## config.mk

```make
export PLATFORM = sky130hd
export DESIGN_NAME = ext_irq_ctrl_flat
export DESIGN_NICKNAME = d
export VERILOG_FILES = /design/src/rtl/ext_irq_ctrl_if.sv /design/src/rtl/ext_irq_ctrl.sv /design/src/flat_wrapper.sv
export SDC_FILE = /design/constraint.sdc
export NUM_CORES = 1
export LEC_CHECK = 0
export CAP_MARGIN = 25
export CORE_ASPECT_RATIO = 0.8
export CORE_MARGIN = 1
export CORE_UTILIZATION = 53
export CTS_BUF_LIST = sky130_fd_sc_hd__clkbuf_4
export DETAILED_ROUTE_END_ITERATION = 8
export PLACE_DENSITY = 0.86
export SKIP_CTS_REPAIR_TIMING = 1
export SYNTH_ARGS = -nofsm -noshare
export SYNTH_HDL_FRONTEND = slang
export SYNTH_SLANG_ARGS = --single-unit
```

## constraint.sdc

```tcl
create_clock -name CLOCK_50 -period 2.3 [get_ports CLOCK_50]
set_input_delay 0.23 -clock CLOCK_50 [delete_from_list [all_inputs] [get_ports CLOCK_50]]
set_output_delay 0.23 -clock CLOCK_50 [all_outputs]
set_load 0.05 [all_outputs]
```

## src/rtl/ext_irq_ctrl_if.sv

```systemverilog
// Signal bundle between ext_irq_ctrl and its surroundings: raw device lines, mask
// register access, status readback and the ExtIRQ/ExtIAck processor handshake.
interface ext_irq_ctrl_if #(
  parameter int N_CH = 4,
  parameter int ID_W = (N_CH > 1) ? $clog2(N_CH) : 1
);
  logic [N_CH-1:0] irq_in;
  logic            mask_we;
  logic [N_CH-1:0] mask_wdata;
  logic [N_CH-1:0] mask_q;
  logic [N_CH-1:0] pending_q;
  logic            ExtIRQ;
  logic            ExtIAck;
  logic [ID_W-1:0] irq_id;

  modport master (
    output irq_in, mask_we, mask_wdata, ExtIAck,
    input  mask_q, pending_q, ExtIRQ, irq_id
  );

  modport slave (
    input  irq_in, mask_we, mask_wdata, ExtIAck,
    output mask_q, pending_q, ExtIRQ, irq_id
  );
endinterface

```

## src/rtl/ext_irq_ctrl.sv

```systemverilog
// External interrupt controller: synchronises N_CH device lines, latches edge/level
// pending bits, masks and arbitrates them onto ExtIRQ/ExtIAck. Optional macro
// EXT_IRQ_ROUND_ROBIN_EN selects round-robin instead of fixed-priority arbitration.
module ext_irq_ctrl #(
  parameter int              N_CH        = 4,
  parameter int              ID_W        = (N_CH > 1) ? $clog2(N_CH) : 1,
  parameter logic [N_CH-1:0] EDGE_MODE   = {N_CH{1'b1}},
  parameter int              SYNC_STAGES = 2
) (
  input logic           CLOCK_50,
  input logic           reset,
  ext_irq_ctrl_if.slave bus
);

  localparam int SS = (SYNC_STAGES < 2) ? 2 : SYNC_STAGES;

  typedef enum logic [1:0] {
    IDLE = 2'd0,
    REQ  = 2'd1,
    DROP = 2'd2
  } state_t;

  state_t          state_q, state_d;
  logic [N_CH-1:0] sync_q [SS];
  logic [N_CH-1:0] s, s_d;
  logic [N_CH-1:0] rise, clr;
  logic [N_CH-1:0] edge_pend_q;
  logic [N_CH-1:0] pending;
  logic [N_CH-1:0] mask_r;
  logic [N_CH-1:0] elig_q;
  logic [ID_W-1:0] id_q, id_d;
  logic [ID_W-1:0] winner;
  logic            ack_take;

  function automatic int lowest(input logic [N_CH-1:0] v);
    int r;
    r = 0;
    for (int k = N_CH - 1; k >= 0; k--) begin
      if (v[k]) r = k;
    end
    return r;
  endfunction

  // Input synchroniser chain plus one delay stage for edge detection
  always_ff @(posedge CLOCK_50 or negedge reset) begin
    if (!reset) begin
      for (int i = 0; i < SS; i++) sync_q[i] <= '0;
      s_d <= '0;
    end else begin
      sync_q[0] <= bus.irq_in;
      for (int i = 1; i < SS; i++) sync_q[i] <= sync_q[i-1];
      s_d <= s;
    end
  end

  assign s    = sync_q[SS-1];
  assign rise = s & ~s_d & EDGE_MODE;
  assign clr  = ack_take ? (N_CH'(1) << id_q) : '0;

  // Set is ORed after the clear so an edge landing on the ack cycle survives
  always_ff @(posedge CLOCK_50 or negedge reset) begin
    if (!reset) begin
      edge_pend_q <= '0;
    end else begin
      edge_pend_q <= ((edge_pend_q & ~clr) | rise) & EDGE_MODE;
    end
  end

  assign pending = (edge_pend_q & EDGE_MODE) | (s & ~EDGE_MODE);

  // Mask register and registered eligibility vector feeding the arbiter
  always_ff @(posedge CLOCK_50 or negedge reset) begin
    if (!reset) begin
      mask_r <= '0;
      elig_q <= '0;
    end else begin
      if (bus.mask_we) mask_r <= bus.mask_wdata;
      elig_q <= pending & mask_r;
    end
  end

`ifdef EXT_IRQ_ROUND_ROBIN_EN
  logic [ID_W-1:0] rr_q;

  function automatic logic [ID_W-1:0] rr_pick(input logic [N_CH-1:0] v,
                                              input logic [ID_W-1:0] start);
    logic [N_CH-1:0] rot;
    int              sum;
    rot = (v >> start) | (v << (N_CH - int'(start)));
    sum = lowest(rot) + int'(start);
    if (sum >= N_CH) sum = sum - N_CH;
    return ID_W'(sum);
  endfunction

  always_ff @(posedge CLOCK_50 or negedge reset) begin
    if (!reset) begin
      rr_q <= '0;
    end else if (ack_take) begin
      rr_q <= (id_q == ID_W'(N_CH - 1)) ? '0 : id_q + 1'b1;
    end
  end

  assign winner = rr_pick(elig_q, rr_q);
`else
  assign winner = ID_W'(lowest(elig_q));
`endif

  // Handshake FSM
  always_ff @(posedge CLOCK_50 or negedge reset) begin
    if (!reset) begin
      state_q <= IDLE;
      id_q    <= '0;
    end else begin
      state_q <= state_d;
      id_q    <= id_d;
    end
  end

  always_comb begin
    state_d  = state_q;
    id_d     = id_q;
    ack_take = 1'b0;
    case (state_q)
      IDLE: begin
        if (|elig_q) begin
          state_d = REQ;
          id_d    = winner;
        end
      end
      REQ: begin
        if (bus.ExtIAck) begin
          state_d  = DROP;
          ack_take = 1'b1;
        end
      end
      DROP: begin
        if (!bus.ExtIAck) state_d = IDLE;
      end
      default: state_d = IDLE;
    endcase
  end

  assign bus.mask_q    = mask_r;
  assign bus.pending_q = pending;
  assign bus.ExtIRQ    = (state_q == REQ);
  assign bus.irq_id    = id_q;

endmodule

```

## src/flat_wrapper.sv

```systemverilog
// flat-port wrapper written by rule: the top's interface ports become plain ports
module ext_irq_ctrl_flat 
#(
  parameter int              N_CH        = 4,
  parameter int              ID_W        = (N_CH > 1) ? $clog2(N_CH) : 1,
  parameter logic [N_CH-1:0] EDGE_MODE   = {N_CH{1'b1}},
  parameter int              SYNC_STAGES = 2
)
  (CLOCK_50, reset, bus_irq_in, bus_mask_we, bus_mask_wdata, bus_ExtIAck, bus_mask_q, bus_pending_q, bus_ExtIRQ, bus_irq_id);
  ext_irq_ctrl_if #(.N_CH(N_CH), .ID_W(ID_W)) bus_i ();
  input logic CLOCK_50;
  input logic reset;
  input wire logic [$bits(bus_i.irq_in)-1:0] bus_irq_in;
  input wire logic [$bits(bus_i.mask_we)-1:0] bus_mask_we;
  input wire logic [$bits(bus_i.mask_wdata)-1:0] bus_mask_wdata;
  input wire logic [$bits(bus_i.ExtIAck)-1:0] bus_ExtIAck;
  output wire logic [$bits(bus_i.mask_q)-1:0] bus_mask_q;
  output wire logic [$bits(bus_i.pending_q)-1:0] bus_pending_q;
  output wire logic [$bits(bus_i.ExtIRQ)-1:0] bus_ExtIRQ;
  output wire logic [$bits(bus_i.irq_id)-1:0] bus_irq_id;
  assign bus_i.irq_in = bus_irq_in;
  assign bus_i.mask_we = bus_mask_we;
  assign bus_i.mask_wdata = bus_mask_wdata;
  assign bus_i.ExtIAck = bus_ExtIAck;
  assign bus_mask_q = bus_i.mask_q;
  assign bus_pending_q = bus_i.pending_q;
  assign bus_ExtIRQ = bus_i.ExtIRQ;
  assign bus_irq_id = bus_i.irq_id;
  ext_irq_ctrl #(.N_CH(N_CH), .ID_W(ID_W), .EDGE_MODE(EDGE_MODE), .SYNC_STAGES(SYNC_STAGES)) u_core (.CLOCK_50(CLOCK_50), .reset(reset), .bus(bus_i));
endmodule
```

### Yosys cells after proc, flatten, opt, wreduce, memory -nomap -nowiden

Cells that the tools add are included.

* equality and inequality tests: 5
* shift-type cells: 1
* multiplexer cells: 11
* bitwise logic cells: 6
* reduce and logical (&&, ||, !) cells: 4

Operator list (number)
* two-way mux 2 bit: 7
* bitwise AND 4 bit: 3
* NOT 4 bit: 2
* one-hot mux 2 bit (3 select lines): 1
* two-way mux 4 bit: 1
* != test 2 bit, second input constant: 2
* OR 4 bit: 1
* OR reduction 4 bit: 1
* << shifter 1 x 2 -> 4 bit, first input constant: 1
* AND reduction 3 bit: 1
* == test 2 x 1 -> 1 bit, second input constant: 1
* == test 2 bit, second input constant: 1
* logical NOT 2 bit: 1
* two-way mux 1 bit: 2
* != test 2 x 1 -> 1 bit, second input constant: 1
* AND reduction 2 bit: 1

* bits in registers: 28
* input bits: 12
* output and inout bits: 11

### Longest topological paths before layout

Gate-level depths: netlist of run 1.

* depth in word-level cells: 6
* gate-level depth with buffers: 4

### Least setup slack after synthesis of run 1

No wires, ideal clock.

* path kind: register to register
* start point: reg u_core.state_q[1]
* end point: reg u_core.state_q[1]
* setup time: 0.067 ns
* arrival: 1.446 ns
* data required time: 2.233 ns
* slack: 0.787 ns
* cell stages (with the launch flop): 4
* path buffers: 1
* period minus slack after synthesis: 1.513 ns
* cell sequence: dfrtp_1 buf_2 nor2b_1 o21a_1

* cells in the longest elaborated chain, start to end: 3

Ends and longest elaborated chain
* from (decl): RTL line ext_irq_ctrl.sv:23 `state_t state_q, state_d;`
* from (signal assigned): RTL line ext_irq_ctrl.sv:114 `state_q <= state_d;`
* == test 2 x 1 -> 1 bit (*)
* named net bus_ExtIRQ: RTL line flat_wrapper.sv:19 `output wire logic [$bits(bus_i.ExtIRQ)-1:0] bus_ExtIRQ;`
* != test 2 bit (no line)
* AND reduction 3 bit (no line)

Mark *: on every way through the listed nets, which the timed path passes. The rest lies on a longest branch.
A chain may end at the register's enable or synchronous reset.

### Worst setup path in the final report of run 1

* start point: reg u_core.state_q[0]
* end point: out bus_ExtIRQ

* cells in the longest elaborated chain, start to end: 1

Ends and longest elaborated chain
* == test 2 x 1 -> 1 bit: RTL line ext_irq_ctrl.sv:145 `assign bus.ExtIRQ = (state_q == REQ);`
* to (decl): RTL line flat_wrapper.sv:19

Every way passes these cells.

==> results of run 1 <==
==> metrics by stage <==
| stage | hold slack (ns) | area, um^2 |
|---|---|---|
| finish | 0.2483 | 1247 |
| global route | 0.2677 | 1247 |
| CTS | 0.2579 | 1247 |
| detailed placement | 0.3379 | 1195 |
| global placement | 0.3354 | 1195 |
| floorplan | -0.06559 | 952.2 |
==> Yosys cell counts (all sizes together) <==
cell	instances
o21a	1
inv	6
o41ai	1
buf	2
nor2b	2
or4	1
mux2	4
a21oi	1
a211oi	1
a22o	1
nor2	3
and2	4
nor4b	1
o32a	2
nand2	1
nand4b	1
nor3	2
o21ai	5
dfrtp	28
==> state kept, by name, summed over array words and instances (netlist names) <==
signal,cells
u_core.s_d,4
u_core.bus.mask_q,4
u_core.sync_q,4
u_core.s,4
u_core.bus.pending_q,4
u_core.elig_q,4
u_core.bus.irq_id,2
u_core.state_q,2
==> layer usage <==
metal  vias up  GRT usage [%]  part of all wire [%]
met5         -              0                     0
met4         0          9.286                   1.1
met3         2          7.752                   6.0
met2        23          30.14                    51
met1       292          24.37                    42
li1        282              -                     -
==> power breakdown <==
part / total, W / leakage [nW] / switching, W / internal [W]
Sequential: 0.000709 / 0.321 / 0.000115 / 0.000594
Clock: 0.000311 / 0.0279 / 0.000134 / 0.000176
Combinational: 0.000567 / 0.189 / 0.000348 / 0.000219
==> cell type report <==
type	instances	area, um^2	area share, %
clock inverters	1	30.03	2.407
flip-flops and latches	28	700.7	56.17
inverters	6	22.52	1.805
clock buffers	3	22.52	1.805
multi-input cells	31	216.5	17.35
well taps	22	27.53	2.207
repair buffers	23	227.7	18.25
==> cell families (layout without fill, tap and decap cells) <==
family	after synthesis	after routing	synth area share, %
simple gates	15	15	9.198
buf+inv	8	33	3.679
mux	4	4	4.730
compound gates	12	12	8.804
flops	28	28	73.59
==> worst max-delay path: stages, from the launching register on <==
cell and delay (ns):
dfrtp_1 0.53, nor2b_1 0.21, clkdlybuf4s50_1 0.82
==> worst paths after layout <==
path | slack [ns] | to | cells after the start | start
max reg2reg | 0.96 | u_core.bus.pending_q[1] | 3 | u_core.state_q[0]
min reg2reg | 0.36 | u_core.s[1] | 0 | u_core.sync_q[5]
max | 0.18 | bus_ExtIRQ | 2 | u_core.state_q[0]
min in group CLOCK_50 | 0.34 | u_core.sync_q[5] | 1 | bus_irq_in[1]
max in group asynchronous | 1.80 | u_core.bus.pending_q[3] | 2 | reset
min | 0.25 | u_core.s_d[1] | 2 | reset
==> key figures, run 1 <==
Floorplan
  • Core Rows: 13
  • Die Wd: 49.39 um
  • I/O pin count: 23
  • CORE AREA: 0.001659 mm^2
  • Die area: 0.001971 mm^2
  • Initial core utilization: 57.39%
  • Die height: 39.91 um

Finish
  • ANT cells: 0
  • Non-filler cells, final: 114
  • Fin util: 75.19%
  • Layout cells sized above 1: 11.96%
  • Most common cell after layout, fill and taps aside: dfrtp_1
  • Nets: 105
  • Layout filler cell count: 117
  • Area Growth Syn to Fin: 31.01%
  • Most frequent cells in the layout: dfrtp_1, clkdlybuf4s50_1, inv_1, o21ai_0

Routing
  • Drt via density: 5.254
  • Post-route ant nets: 0
  • Routed len/inst: 14.69 um
  • Initial DRC Count: 18
  • Drt pass-1 iters: 4
  • Post-route DRC: 0
  • Final wirelength: 1675 um
  • Via Count: 599

Placed design
  • PortBufs: 22
  • Placed Instances: 110
  • HPWL after DPL: 1174 um
  • Worst slack, placed: 0.5664 ns
  • RD Place Congestion: 0.8581

Yosys
  • Mapped Area: 952.2 um^2
  • Sequential share of the synthesized area: 73.59%
  • Avg Cell Area, Syn: 14.21 um^2
  • Post-synth cell types: 22
  • Synth Instances: 67
  • Synth warn: 0
  • Yosys top cell area share: 73.59%
  • Area contributors post-synth: dfrtp_1, mux2_2, and2_1
  • Mapped Nets: 79
  • Yosys reg bits: 28
  • Area leader, netlist: dfrtp_1

STA
  • Slew HR: 65.92%
  • Min Tclk post-route: 2.125 ns
  • Sum of negative setup slack: 0 ns
  • Fin worst setup slack: 0.1754 ns
  • Final setup fails: 0
  • Slew Viols, Final: 0
  • Slew @ Worst Pin: 0.5096 ns
  • Final Hold Viols: 0
  • RSZ-0062 raised after global routing: no
  • Max Clock Skew: 0.009842 ns
  • Crit share post-route: 92.37%
  • Max frequency: 0.4707 GHz

Worst setup path
  • Startpoint types: register
  • Critical Path Fanout Max: 10
  • Crit. End Element: output pin
  • CP arrival: 1.89 ns
  • Worst endpoint required time: 2.07 ns
  • Crit path kind: register to output pin

CTS
  • Clock Latency Late Sink: 0.32 ns
  • Num CTS Buffers: 3
  • Clk sinks: 28
  • Clock Path Buffers: 2
  • Htree depth: 1
  • CTS tree: done
  • Root Driver: clkbuf_4
  • Clock transition at path regs: 0.14 ns

GRT
  • Gr usage total: 19.40%
  • First-pass GRT wire length: 2608 um
  • Grt ovf: 0
  • Largest net degree at the start of global routing: 29
  • Initial antenna violation count: 0
  • Vias in the first global route: 561

Power
  • Peak VDD IR: 967.4 uV
  • Power Dens Cells: 1272 mW/mm^2
  • Design Power: 0.001587 W
  • Leakage power: 0.5375 nW

Run status
  • Status: completed

Flow run
  • Max Cap Viol: 0

Min path
  • Hold WC Path Type: input pin to async pin
Power figures use the tool's default switching activity.
==> run 2, diff against run 1 <==
- PLACE_DENSITY: 0.86 -> 0.85
==> run 2 against run 1 <==
Net effect: worst hold slack better by 0.0080 ns; critical path type unchanged; register-to-register slack about the same; design area unchanged; largest cell class unchanged.
==> key figures, run 2 (synthesis results as in run 1) <==
Run status
  • Status: completed

Worst setup path
  • Critical Path Fanout Max: 10
  • Crit path kind: register to output pin
  • CP arrival: 1.89 ns
  • R2r setup slk: 0.97 ns
  • CP max stage delay: 0.82 ns
  • CP max-delay cell: clkdlybuf4s50_1
  • RR Endpoint: u_core.bus.pending_q[1]
  • Critical Path, Cell by Cell: nor2b_1 -> clkdlybuf4s50_1
  • Reg-to-reg startpoint: u_core.state_q[0]
  • Worst setup path startpoint: u_core.state_q[0]
  • Worst endpoint required time: 2.07 ns
  • Startpoint types: register
  • Reg2Reg Depth: 3
  • Crit. End Element: output pin
  • Critical Path Sink: bus_ExtIRQ

CTS
  • Num CTS Buffers: 3
  • Htree depth: 1
  • Clk sinks: 28
  • Clock transition at path regs: 0.15 ns
  • Root Driver: clkbuf_4
  • CTS tree: done
  • Clock Path Buffers: 2
  • Clock Latency Late Sink: 0.33 ns

Routing
  • Top Metal Used: met4
  • M1 WL: 804 um
  • Post-route DRC: 0
  • Metal2 WL: 804 um
  • Drt via density: 5.298
  • Via Count: 604
  • Drt pass-1 iters: 4
  • Post-route ant nets: 0
  • Initial DRC Count: 6
  • Final wirelength: 1763 um
  • Routed len/inst: 15.46 um
  • DR WL met3: 91 um

Finish
  • Register area: 700.7 um^2
  • ANT cells: 0
  • Non-filler cells, final: 114
  • Multi-input logic area: 216.5 um^2
  • Most frequent cells in the layout: dfrtp_1, clkdlybuf4s50_1, inv_1, o21ai_0
  • Nets: 105
  • Layout filler cell count: 122
  • Layout cells sized above 1: 11.96%
  • Area Growth Syn to Fin: 31.01%
  • Most common cell after layout, fill and taps aside: dfrtp_1

STA
  • RSZ-0062 raised after global routing: no
  • Min Tclk post-route: 2.116 ns
  • Max frequency: 0.4726 GHz
  • Max Clock Skew: 0.004072 ns
  • Sum of negative setup slack: 0 ns
  • Slew HR: 64.88%
  • Final setup fails: 0
  • Slew Viols, Final: 0
  • Fin worst setup slack: 0.1839 ns
  • Slew @ Worst Pin: 0.5251 ns
  • Final Hold Viols: 0
  • Worst hold slack: 0.2563 ns
  • Crit share post-route: 92.01%

Min path
  • Hold WC Path Type: input pin to async pin

GRT
  • First-pass GRT wire length: 2559 um
  • Initial antenna violation count: 0
  • Gr usage total: 19.71%
  • Vias in the first global route: 540
  • Grt ovf: 0
  • Largest net degree at the start of global routing: 29

Floorplan
  • Initial core utilization: 57.39%
  • Die area: 0.001971 mm^2
  • Die Wd: 49.39 um
  • I/O pin count: 23
  • Die height: 39.91 um
  • CORE AREA: 0.001659 mm^2
  • Core Rows: 13

Placed design
  • RD Place Congestion: 0.7764
  • Placed Instances: 110
  • Worst slack, placed: 0.5669 ns
  • HPWL after DPL: 1276 um
  • PortBufs: 22

Power
  • Peak VDD IR: 795.1 uV
  • Power Dens Cells: 1273 mW/mm^2
  • Leakage power: 0.5375 nW

Flow run
  • Max Cap Viol: 0
-- run 2: area by class of cell --
cell class,instances,area share [%]
timing repair buffer,23,18.25
tap,22,2.207
multi-input combinational,31,17.35
sequential,28,56.17
clock buffer,3,1.805
clock inverter,1,2.407
inverter,6,1.805
-- run 2: worst min path at each step --
stage,startpoint,endpoint,cells after the start
6_report,reset,u_core.s_d[1],2
5_1_grt,reset,u_core.bus.mask_q[2],2
4_1_cts,reset,u_core.state_q[0],2
3_5_place_dp,u_core.sync_q[4],u_core.s[0],0
3_3_place_gp,u_core.sync_q[4],u_core.s[0],0
2_1_floorplan,reset,u_core.bus.irq_id[0],0
-- run 2: metrics by stage --
stage	utilization, %	area (um^2)	power (W)
after floorplan	-	952.2	0.001076
after detailed placement	72.02	1195	0.001279
final	75.19	1247	0.001589
after global routing	75.19	1247	0.001654
after CTS	75.19	1247	0.001596
after global placement	72.02	1195	0.001256
-- run 2: layer usage --
layer	global-route usage, %	vias to the layer above
met5	0	-
met4	12.14	0
met3	8.140	10
met2	30.48	31
met1	23.80	285
li1	-	278
-- run 2: critical path, delay by kind of cell, from the launching register on --
family | cells | cell delay, ns
buf+inv | 1 | 0.82
flops | 1 | 0.54
simple gates | 1 | 0.21
-- run 2: where the power goes --
part / internal (W) / switching [W]
Clock: 0.000176 / 0.000142
Sequential: 0.000594 / 0.000116
Combinational: 0.000219 / 0.000342
==> run 3, diff against run 2 <==
- MAX_ROUTING_LAYER: default -> met4
==> run 3 against run 2 <==
Net effect: maximum frequency increased by 0.43%; final cell count unchanged; first-iteration DRC count increased by 17%; clock power about the same; critical path depth unchanged; highest routed layer unchanged.
==> key figures, run 3 (synthesis results as in run 1) <==
Finish
  • Multi-input logic area: 216.5 um^2
  • Register area: 700.7 um^2
  • Most common cell after layout, fill and taps aside: dfrtp_1
  • Nets: 105
  • Design Area, Final: 0.001247 mm^2
  • Layout filler cell count: 122
  • Non-filler cells, final: 114
  • Area Growth Syn to Fin: 31.01%
  • Layout cells sized above 1: 11.96%
  • Most frequent cells in the layout: dfrtp_1, clkdlybuf4s50_1, inv_1, o21ai_0
  • ANT cells: 0

STA
  • Max Clock Skew: 0.002678 ns
  • RSZ-0062 raised after global routing: no
  • Slew @ Worst Pin: 0.5252 ns
  • Slew Viols, Final: 0
  • Crit share post-route: 91.61%
  • Max frequency: 0.4746 GHz
  • Final Hold Viols: 0
  • Min Tclk post-route: 2.107 ns
  • Worst hold slack: 0.2558 ns
  • Slew HR: 64.88%
  • Sum of negative setup slack: 0 ns
  • Fin worst setup slack: 0.1929 ns
  • Final setup fails: 0

Routing
  • Final wirelength: 1750 um
  • Drt via density: 5.228
  • Routed len/inst: 15.35 um
  • Drt pass-1 iters: 5
  • Post-route ant nets: 0
  • Via Count: 596
  • Post-route DRC: 0
  • Initial DRC Count: 7

GRT
  • First-pass GRT wire length: 2553 um
  • Gr usage total: 20.37%
  • Largest net degree at the start of global routing: 29
  • Vias in the first global route: 541
  • Initial antenna violation count: 0
  • Grt ovf: 0

Floorplan
  • I/O pin count: 23
  • Initial core utilization: 57.39%
  • CORE AREA: 0.001659 mm^2
  • Core Rows: 13
  • Die area: 0.001971 mm^2
  • Die height: 39.91 um
  • Die Wd: 49.39 um

Placed design
  • Placed Instances: 110
  • HPWL after DPL: 1276 um
  • Placed instance area: 0.001195 mm^2
  • PortBufs: 22
  • RD Place Congestion: 0.7871
  • Worst slack, placed: 0.5669 ns

Worst setup path
  • Critical Path Fanout Max: 10
  • Crit. End Element: output pin
  • Worst endpoint required time: 2.07 ns
  • Startpoint types: register
  • CP arrival: 1.88 ns
  • Crit path kind: register to output pin
  • R2r setup slk: 0.98 ns

Power
  • Psw: 0.0005990 W
  • Reg power frac: 44.7%
  • Internal power: 0.0009890 W
  • Clock power share: 20.0%
  • Switch share: 37.72%
  • Power Dens Cells: 1273 mW/mm^2
  • Peak VDD IR: 797.8 uV
  • Combinational power share: 35.3%
  • Leakage power: 0.5375 nW

Flow run
  • Max Cap Viol: 0

CTS
  • Clock transition at path regs: 0.14 ns
  • CTS tree: done
  • Clock Path Buffers: 2
  • Htree depth: 1
  • Clock Latency Late Sink: 0.33 ns
  • Root Driver: clkbuf_4
  • Num CTS Buffers: 3
  • Clk sinks: 28

Run status
  • Status: completed

Min path
  • Hold WC Path Type: input pin to async pin
-- run 3: stage by stage --
step,total power (W),utilization (%)
6_report,0.001588,75.19
3_3_place_gp,0.001256,72.02
5_1_grt,0.001654,75.19
3_5_place_dp,0.001279,72.02
4_1_cts,0.001596,75.19
2_1_floorplan,0.001076,-
-- run 3: worst paths after layout --
check / from / endpoint / cells after the start
worst max-delay path: u_core.state_q[0] / bus_ExtIRQ / 2
min in group CLOCK_50: bus_irq_in[2] / u_core.sync_q[6] / 1
worst min register to register: u_core.sync_q[6] / u_core.s[2] / 0
worst min-delay path: reset / u_core.s_d[1] / 2
max in group asynchronous: reset / u_core.sync_q[6] / 2
worst max register to register: u_core.state_q[0] / u_core.bus.pending_q[1] / 3
-- run 3: area by class of cell --
class	count	share of cell area, %
Multi-Input combinational cell	31	17.35
Clock inverter	1	2.407
Timing Repair Buffer	23	18.25
Inverter	6	1.805
Clock buffer	3	1.805
Sequential cell	28	56.17
Tap cell	22	2.207
-- run 3: power groups by stage --
stage          clock, W  combinational [W]  sequential, W
3_3_place_gp          0           0.000552       0.000704
4_1_cts        0.000323           0.000566       0.000707
2_1_floorplan         0           0.000219       0.000858
6_report       0.000317           0.000561       0.000710
3_5_place_dp          0           0.000561       0.000719
5_1_grt        0.000340           0.000589       0.000725
-- run 3: layer usage --
metal	GRT usage [%]	up-vias	routed length, um
met5	-	-	0
met3	8.140	8	71
met1	23.80	292	786
met4	12.14	0	60
met2	30.48	19	832
li1	-	277	-
-- run 3: worst max-delay path, stage by stage, from the launching register on --
cell and delay, ns:
dfrtp_1 0.53, nor2b_1 0.21, clkdlybuf4s50_1 0.82
